## config.mk

```make
export PLATFORM = sky130hd
export DESIGN_NAME = alu_ctrl_fsm
export DESIGN_NICKNAME = d
export VERILOG_FILES = /design/src/rtl/cpu_pkg.sv /design/src/rtl/timeout_counter.sv /design/src/rtl/alu_ctrl_fsm.sv
export SDC_FILE = /design/constraint.sdc
export NUM_CORES = 1
export LEC_CHECK = 0
export CORE_ASPECT_RATIO = 0.75
export CORE_MARGIN = 8
export CORE_UTILIZATION = 31
export CTS_CLUSTER_DIAMETER = 50
export CTS_CLUSTER_SIZE = 30
export DETAILED_ROUTE_END_ITERATION = 12
export GPL_ROUTABILITY_DRIVEN = 0
export SLEW_MARGIN = 20
export SYNTH_ARGS = -nofsm -noshare
export SYNTH_HDL_FRONTEND = slang
export SYNTH_SLANG_ARGS = --single-unit
```

## constraint.sdc

```tcl
create_clock -name i_clk -period 2 [get_ports i_clk]
set_input_delay 0.3 -clock i_clk [delete_from_list [all_inputs] [get_ports i_clk]]
set_output_delay 0.3 -clock i_clk [all_outputs]
set_load 0.02 [all_outputs]
```

## src/rtl/cpu_pkg.sv

```systemverilog
// Shared definitions for the multi-cycle ALU control unit.
// Covers the instruction field positions, opcodes, ALU select codes and controller states.
package cpu_pkg;

    // Instruction field bit positions: op[15:12] rd[11:10] rs[9:8] rt_imm[7:0], rt = rt_imm[1:0]
    localparam int OP_MSB  = 15;
    localparam int OP_LSB  = 12;
    localparam int RD_MSB  = 11;
    localparam int RD_LSB  = 10;
    localparam int RS_MSB  = 9;
    localparam int RS_LSB  = 8;
    localparam int IMM_MSB = 7;
    localparam int IMM_LSB = 0;
    localparam int RT_MSB  = 1;
    localparam int RT_LSB  = 0;

    // Opcodes (0..5 are R-type and map straight onto the ALU select)
    localparam logic [3:0] OP_ADD  = 4'h0;
    localparam logic [3:0] OP_BEQ  = 4'h6;
    localparam logic [3:0] OP_BNE  = 4'h7;
    localparam logic [3:0] OP_ADDI = 4'h8;
    localparam logic [3:0] OP_LW   = 4'h9;
    localparam logic [3:0] OP_SW   = 4'hA;
    localparam logic [3:0] OP_J    = 4'hB;
    localparam logic [3:0] OP_HALT = 4'hF;

    // ALU operation select encodings
    localparam logic [2:0] ALU_ADD  = 3'b000;
    localparam logic [2:0] ALU_NOTB = 3'b001;
    localparam logic [2:0] ALU_AND  = 3'b010;
    localparam logic [2:0] ALU_OR   = 3'b011;
    localparam logic [2:0] ALU_SRA1 = 3'b100;
    localparam logic [2:0] ALU_SLL1 = 3'b101;
    localparam logic [2:0] ALU_EQ   = 3'b110;
    localparam logic [2:0] ALU_NE   = 3'b111;

    typedef enum logic [2:0] {
        ST_FETCH  = 3'd0,
        ST_DECODE = 3'd1,
        ST_EXEC   = 3'd2,
        ST_MEM    = 3'd3,
        ST_WB     = 3'd4,
        ST_HALT   = 3'd5
    } state_t;

    // Opcodes C, D and E are unassigned
    function automatic logic is_illegal_op(input logic [3:0] op);
        return (op == 4'hC) || (op == 4'hD) || (op == 4'hE);
    endfunction

    // Ops whose ALU carry-out feeds the sticky overflow flag
    function automatic logic is_arith_op(input logic [3:0] op);
        return (op == OP_ADD) || (op == OP_ADDI) || (op == OP_LW) || (op == OP_SW);
    endfunction

    function automatic logic is_branch_op(input logic [3:0] op);
        return (op == OP_BEQ) || (op == OP_BNE);
    endfunction

endpackage

```

## src/rtl/timeout_counter.sv

```systemverilog
// Counts consecutive enabled cycles and flags the last allowed one.
// o_expired is high in the LIMIT-th consecutive cycle of i_en; dropping i_en clears the count.
module timeout_counter #(
    parameter int LIMIT = 15
) (
    input  logic i_clk,
    input  logic i_rst_n,
    input  logic i_en,
    output logic o_expired
);

    localparam int W = $clog2(LIMIT + 1);

    logic [W-1:0] r_count;

    // Count enabled cycles, saturating at LIMIT-1 so the flag cannot wrap away
    always_ff @(posedge i_clk) begin
        if (!i_rst_n || !i_en) begin
            r_count <= '0;
        end else if (r_count != W'(LIMIT - 1)) begin
            r_count <= r_count + W'(1);
        end
    end

    assign o_expired = i_en && (r_count == W'(LIMIT - 1));

endmodule

```

## src/rtl/alu_ctrl_fsm.sv

```systemverilog
// Multi-cycle control unit: sequences each 16-bit instruction through
// FETCH -> DECODE -> EXEC -> (MEM) -> (WB) and drives the ALU, register file,
// data memory and PC strobes.
//
// Instruction handshake: an instruction transfers on a rising edge where both
// i_instr_valid and o_instr_ready are high. o_instr_ready is high only in FETCH;
// while it is low the producer must hold i_instr, and i_instr_valid is ignored.
//
// Output timing: datapath controls are decoded from the state and instruction
// registers. Decisions that depend on inputs (branch outcome, memory ack or
// abort) are registered, so o_pc_inc / o_pc_load pulse for one cycle in the
// cycle after the state that decided them. No input reaches an output
// combinationally.
module alu_ctrl_fsm
    import cpu_pkg::*;
#(
    parameter int MEM_TIMEOUT = 15
) (
    input  logic        i_clk,
    input  logic        i_rst_n,
    input  logic        i_instr_valid,
    input  logic [15:0] i_instr,
    output logic        o_instr_ready,
    output logic [2:0]  o_alu_sel,
    output logic        o_alu_src_imm,
    input  logic        i_alu_ovf,
    input  logic        i_alu_take_branch,
    output logic [1:0]  o_rf_raddr_a,
    output logic [1:0]  o_rf_raddr_b,
    output logic [1:0]  o_rf_waddr,
    output logic        o_rf_we,
    output logic        o_rf_wsel_mem,
    output logic        o_mem_req,
    output logic        o_mem_we,
    input  logic        i_mem_ack,
    output logic        o_pc_inc,
    output logic        o_pc_load,
    output logic [7:0]  o_imm,
    output logic        o_ovf_flag,
    output logic        o_illegal,
    output logic        o_halted,
    output state_t      o_state
);

    state_t      r_state;
    state_t      w_state_nxt;
    logic [15:0] r_ir;
    logic        r_pc_inc;
    logic        r_pc_load;
    logic        r_ovf_flag;
    logic        r_illegal;

    logic        w_ir_load;
    logic        w_pc_inc_nxt;
    logic        w_pc_load_nxt;
    logic        w_set_illegal;
    logic        w_set_ovf;
    logic        w_mem_expired;

    logic [3:0]  w_op;
    logic [1:0]  w_rd;
    logic [1:0]  w_rs;
    logic [1:0]  w_rt;
    logic [7:0]  w_rt_imm;
    logic        w_is_branch;

    assign w_op        = r_ir[OP_MSB:OP_LSB];
    assign w_rd        = r_ir[RD_MSB:RD_LSB];
    assign w_rs        = r_ir[RS_MSB:RS_LSB];
    assign w_rt_imm    = r_ir[IMM_MSB:IMM_LSB];
    assign w_rt        = w_rt_imm[RT_MSB:RT_LSB];
    assign w_is_branch = is_branch_op(w_op);

    timeout_counter #(
        .LIMIT (MEM_TIMEOUT)
    ) u_mem_timeout (
        .i_clk     (i_clk),
        .i_rst_n   (i_rst_n),
        .i_en      (r_state == ST_MEM),
        .o_expired (w_mem_expired)
    );

    // State, instruction register, registered PC pulses and sticky flags
    always_ff @(posedge i_clk) begin
        if (!i_rst_n) begin
            r_state    <= ST_FETCH;
            r_ir       <= '0;
            r_pc_inc   <= 1'b0;
            r_pc_load  <= 1'b0;
            r_ovf_flag <= 1'b0;
            r_illegal  <= 1'b0;
        end else begin
            r_state   <= w_state_nxt;
            r_pc_inc  <= w_pc_inc_nxt;
            r_pc_load <= w_pc_load_nxt;
            if (w_ir_load) begin
                r_ir <= i_instr;
            end
            if (w_set_ovf) begin
                r_ovf_flag <= 1'b1;
            end
            if (w_set_illegal) begin
                r_illegal <= 1'b1;
            end
        end
    end

    // Next-state and decision logic
    always_comb begin
        w_state_nxt   = r_state;
        w_ir_load     = 1'b0;
        w_pc_inc_nxt  = 1'b0;
        w_pc_load_nxt = 1'b0;
        w_set_illegal = 1'b0;
        w_set_ovf     = 1'b0;
        case (r_state)
            ST_FETCH: begin
                if (i_instr_valid) begin
                    w_ir_load   = 1'b1;
                    w_state_nxt = ST_DECODE;
                end
            end
            ST_DECODE: begin
                if (w_op == OP_HALT) begin
                    w_state_nxt = ST_HALT;
                end else if (is_illegal_op(w_op)) begin
                    w_set_illegal = 1'b1;
                    w_pc_inc_nxt  = 1'b1;
                    w_state_nxt   = ST_FETCH;
                end else if (w_op == OP_J) begin
                    w_pc_load_nxt = 1'b1;
                    w_state_nxt   = ST_FETCH;
                end else begin
                    w_state_nxt = ST_EXEC;
                end
            end
            ST_EXEC: begin
                w_set_ovf = is_arith_op(w_op) && i_alu_ovf;
                if (w_is_branch) begin
                    // Compare ops leave a stale ALU result: never write back
                    w_pc_load_nxt = i_alu_take_branch;
                    w_pc_inc_nxt  = !i_alu_take_branch;
                    w_state_nxt   = ST_FETCH;
                end else if ((w_op == OP_LW) || (w_op == OP_SW)) begin
                    w_state_nxt = ST_MEM;
                end else begin
                    w_state_nxt = ST_WB;
                end
            end
            ST_MEM: begin
                // Ack takes priority over a simultaneous timeout
                if (i_mem_ack) begin
                    if (w_op == OP_LW) begin
                        w_state_nxt = ST_WB;
                    end else begin
                        w_pc_inc_nxt = 1'b1;
                        w_state_nxt  = ST_FETCH;
                    end
                end else if (w_mem_expired) begin
                    w_set_illegal = 1'b1;
                    w_pc_inc_nxt  = 1'b1;
                    w_state_nxt   = ST_FETCH;
                end
            end
            ST_WB: begin
                w_pc_inc_nxt = 1'b1;
                w_state_nxt  = ST_FETCH;
            end
            ST_HALT: begin
                w_state_nxt = ST_HALT;
            end
            default: begin
                w_state_nxt = ST_FETCH;
            end
        endcase
    end

    // Datapath controls decoded from state and instruction register
    always_comb begin
        o_alu_sel     = ALU_ADD;
        o_alu_src_imm = 1'b0;
        o_rf_raddr_a  = 2'd0;
        o_rf_raddr_b  = 2'd0;
        o_rf_waddr    = 2'd0;
        o_rf_we       = 1'b0;
        o_rf_wsel_mem = 1'b0;
        o_mem_req     = 1'b0;
        o_mem_we      = 1'b0;
        o_imm         = 8'd0;
        // Register addresses and immediate stay stable from DECODE through WB
        if ((r_state == ST_DECODE) || (r_state == ST_EXEC) ||
            (r_state == ST_MEM) || (r_state == ST_WB)) begin
            o_rf_raddr_a = w_is_branch ? w_rd : w_rs;
            o_rf_raddr_b = w_is_branch ? w_rs : w_rt;
            o_imm        = w_rt_imm;
        end
        case (r_state)
            ST_EXEC: begin
                // Ops 0..7 carry their ALU select in op[2:0]; ADDI/LW/SW add
                o_alu_sel     = w_op[3] ? ALU_ADD : w_op[2:0];
                o_alu_src_imm = (w_op == OP_ADDI) || (w_op == OP_LW) || (w_op == OP_SW);
            end
            ST_MEM: begin
                // Keep the address computation (rs + imm) steady while waiting
                o_alu_sel     = ALU_ADD;
                o_alu_src_imm = 1'b1;
                o_mem_req     = 1'b1;
                o_mem_we      = (w_op == OP_SW);
            end
            ST_WB: begin
                o_rf_we       = 1'b1;
                o_rf_waddr    = w_rd;
                o_rf_wsel_mem = (w_op == OP_LW);
            end
            default: begin
            end
        endcase
    end

    assign o_instr_ready = (r_state == ST_FETCH);
    assign o_halted      = (r_state == ST_HALT);
    assign o_pc_inc      = r_pc_inc;
    assign o_pc_load     = r_pc_load;
    assign o_ovf_flag    = r_ovf_flag;
    assign o_illegal     = r_illegal;
    assign o_state       = r_state;

endmodule

```

==> results.sh <==
export IMPL_vias=1456
export IMPL_cp_end_kind="output port"
export IMPL_grtUsageMet1_pct=16.2
export IMPL_design_area_sq_um=2190
export IMPL_grt_pass1_wl_um=7000
export IMPL_areaGrowthSynthToFinish_pct=45.4
export IMPL_place_hpwl_um=3310
export IMPL_detail_route_wl_per_cell_um=13.6
export IMPL_fin_skew_ns=0.00217
export IMPL_hp_class="reg -> reg"
export IMPL_relSlewSlack_pct=62.3
export IMPL_synth_ff_type="dfxtp_1"
export IMPL_regToRegSetupSlack_ns=0.53
export IMPL_post_route_period_util_pct=95.1
export IMPL_synth_avg_cell_area_sq_um=8.11
export IMPL_cp_data_arrival_time_ns=1.60
export IMPL_synth_seq_area_share_pct=35.9
export IMPL_critPathMaxFanout=7
export IMPL_synth_edff_count=0
export IMPL_nets=274
export IMPL_cts_buffers=3
export IMPL_leakagePower_nw=0.996
export IMPL_htreeDepth=1
export IMPL_pin_count=53
export IMPL_maxCapViolations=0
export IMPL_die_x_um=96.5
export IMPL_fill_cells=507
export IMPL_grt_max_degree=17
export IMPL_ys_ff_latch=27
export IMPL_insertion_delay_ns=0.27
export IMPL_fin_crit_ns=1.90
export IMPL_synth_area_sq_um=1510
export IMPL_hold_viol=0
export IMPL_fp_row_count=22
export IMPL_post_route_drc_count=0
export IMPL_totalWireLength_um=4210
export IMPL_antenna_diode_count=0
export IMPL_drt_iter0_markers=77
export IMPL_clk_pin_slew_ns=0.09
export IMPL_synth_fp_nets=210
export IMPL_track_usage_pct=11.7
export IMPL_status="completed"
export IMPL_holdBufCountCts=0
export IMPL_powerDensity_nw_per_um2=693
export IMPL_syn_instance_count=186
export IMPL_place_area_sq_um=2180
export IMPL_route_antenna_remaining_nets=0
export IMPL_layout_drive_gt1_share_pct=12.9
export IMPL_die_height_um=76.4
export IMPL_drv_slew=0
export IMPL_grt_overflow_total=0
export IMPL_grt_pass1_vias=1416
export IMPL_final_setup_viol_count=0
export IMPL_use_met3_pct=4.33
export IMPL_ys_async_sr_fraction_pct=0
export IMPL_clock_path_buffers=2
export IMPL_root_buffer="clkbuf_8"
export IMPL_critical_path_required_ns=1.70
export IMPL_vias_per_cell=4.71
export IMPL_cts_tree="yes"
export IMPL_critPathLaunchType="register"
export IMPL_numClockSinks=27
export IMPL_synth_warnings=0
export IMPL_fin_hold_ws_ns=0.459
export IMPL_tns_ns=0
export IMPL_worst_pin_slew_ns=0.564
export IMPL_antenna_found_initial=0
export IMPL_core_area_sq_um=4790
export IMPL_busiest_layer="met2"
export IMPL_worstSetupPathType="reg -> out"
export IMPL_post_cts_setup_buffers=0
export IMPL_synthDistinctLibCells=46
export IMPL_dpl_worst_slack_ns=0.0796
export IMPL_setup_ws_ns=0.0977
export IMPL_firstDrtPassIters=4
export IMPL_portBuffers=52
export IMPL_use_met2_pct=16.6
export IMPL_die_area_sq_um=7370
export IMPL_max_freq_mhz=526
export IMPL_start_util_pct=31.5
export IMPL_rsz0062_at_grt="true"
export IMPL_irDropWorstVdd_uv=282
[layer usage]
metal / wire, um / vias to the layer above
met5: 0 / -
met4: 39 / 0
met3: 331 / 4
met2: 1790 / 37
met1: 2050 / 662
li1: - / 753
[final cells by class]
cell class	instances	area, sq um	share of cell area (%)
Multi-Input combinational cell	142	886	40.4
Timing Repair Buffer	72	631	28.8
Sequential cell	27	541	24.7
Tap cell	60	75.1	3.42
Clock buffer	4	45.0	2.05
Inverter	4	15.0	0.685
[layout by cell type, fill, tap and decap left out, drive strengths merged, types with 5 or more instances in the layout]
master,synthesis,routed
clkbuf,5,7
o21a,5,5
nor2,13,13
dfxtp,27,27
dlygate4sd2,0,20
a21boi,17,17
clkdlybuf4s50,0,29
nand2,42,42
buf,8,20
and2,14,14
[Yosys cell counts, types with 3 or more instances]
cell	count	area share, %
nor2_1	13	3.2
and3_1	3	1.2
dfxtp_1	27	36
xnor2_1	3	1.7
a21oi_1	4	1.3
inv_1	4	1.0
nor2b_1	3	1.2
nand3_1	3	1.0
buf_2	5	1.7
and2_1	14	5.8
a21boi_0	15	7.5
nand2_1	42	10
o21a_1	5	2.5
mux2i_1	4	2.7
clkbuf_1	5	1.2
[path summary, 6_finish.rpt]
path | startpoint | to | cells after the start
max | o_state[2]$_SDFFE_PN0P_ | o_instr_ready | 3
min | r_ir[5]$_SDFFE_PN0P_ | r_ir[5]$_SDFFE_PN0P_ | 2
max reg2reg | u_mem_timeout.r_count[1]$_SDFFE_PP0P_ | o_state[2]$_SDFFE_PN0P_ | 5
min reg2reg | r_ir[5]$_SDFFE_PN0P_ | r_ir[5]$_SDFFE_PN0P_ | 2
[cells by family after synthesis]
logic type	Yosys count	share of synthesized area, %
XOR/XNOR	5	2.91
AO/OA/AOI/OAI	38	19.1
adder cells (fa/ha/maj)	2	1.66
buffers and inverters	17	5.89
flip-flops	27	35.9
AND/OR/NAND/NOR	93	32.0
multiplexers	4	2.66
[power by group]
part / total, mW / internal, mW / switching (mW)
clock network: 0.313 / 0.143 / 0.170
registers: 0.625 / 0.588 / 0.0373
logic: 0.581 / 0.271 / 0.310
[worst max-delay path, stage by stage, from the launching register on]
cell and delay [ns]:
dfxtp_1 0.34, buf_4 0.17, nor3_4 0.19, clkdlybuf4s50_1 0.63
[state kept, by name, summed over array words and instances (netlist names)]
name and cells:
o_pc_load 1, o_ovf_flag 1, u_mem_timeout.r_count 4, r_ir 16
o_state 3, o_pc_inc 1, o_illegal 1
[what timing repair did]
item                       in CTS  in global routing
gates cloned                    0                  0
setup endpoints to repair      23                 11
gates resized for setup        23                  7
[stage by stage]
| stage | util [%] | power [mW] | instances |
|---|---|---|---|
| 2_1_floorplan | - | 0.982 | 186 |
| 3_3_place_gp | 45.5 | 1.24 | 305 |
| 3_5_place_dp | 45.5 | 1.24 | 305 |
| 4_1_cts | 45.8 | 1.53 | 309 |
| 5_1_grt | 45.8 | 1.63 | 309 |
| 6_report | 45.8 | 1.52 | 309 |
Note: power is estimated with default switching activity, not from simulation.
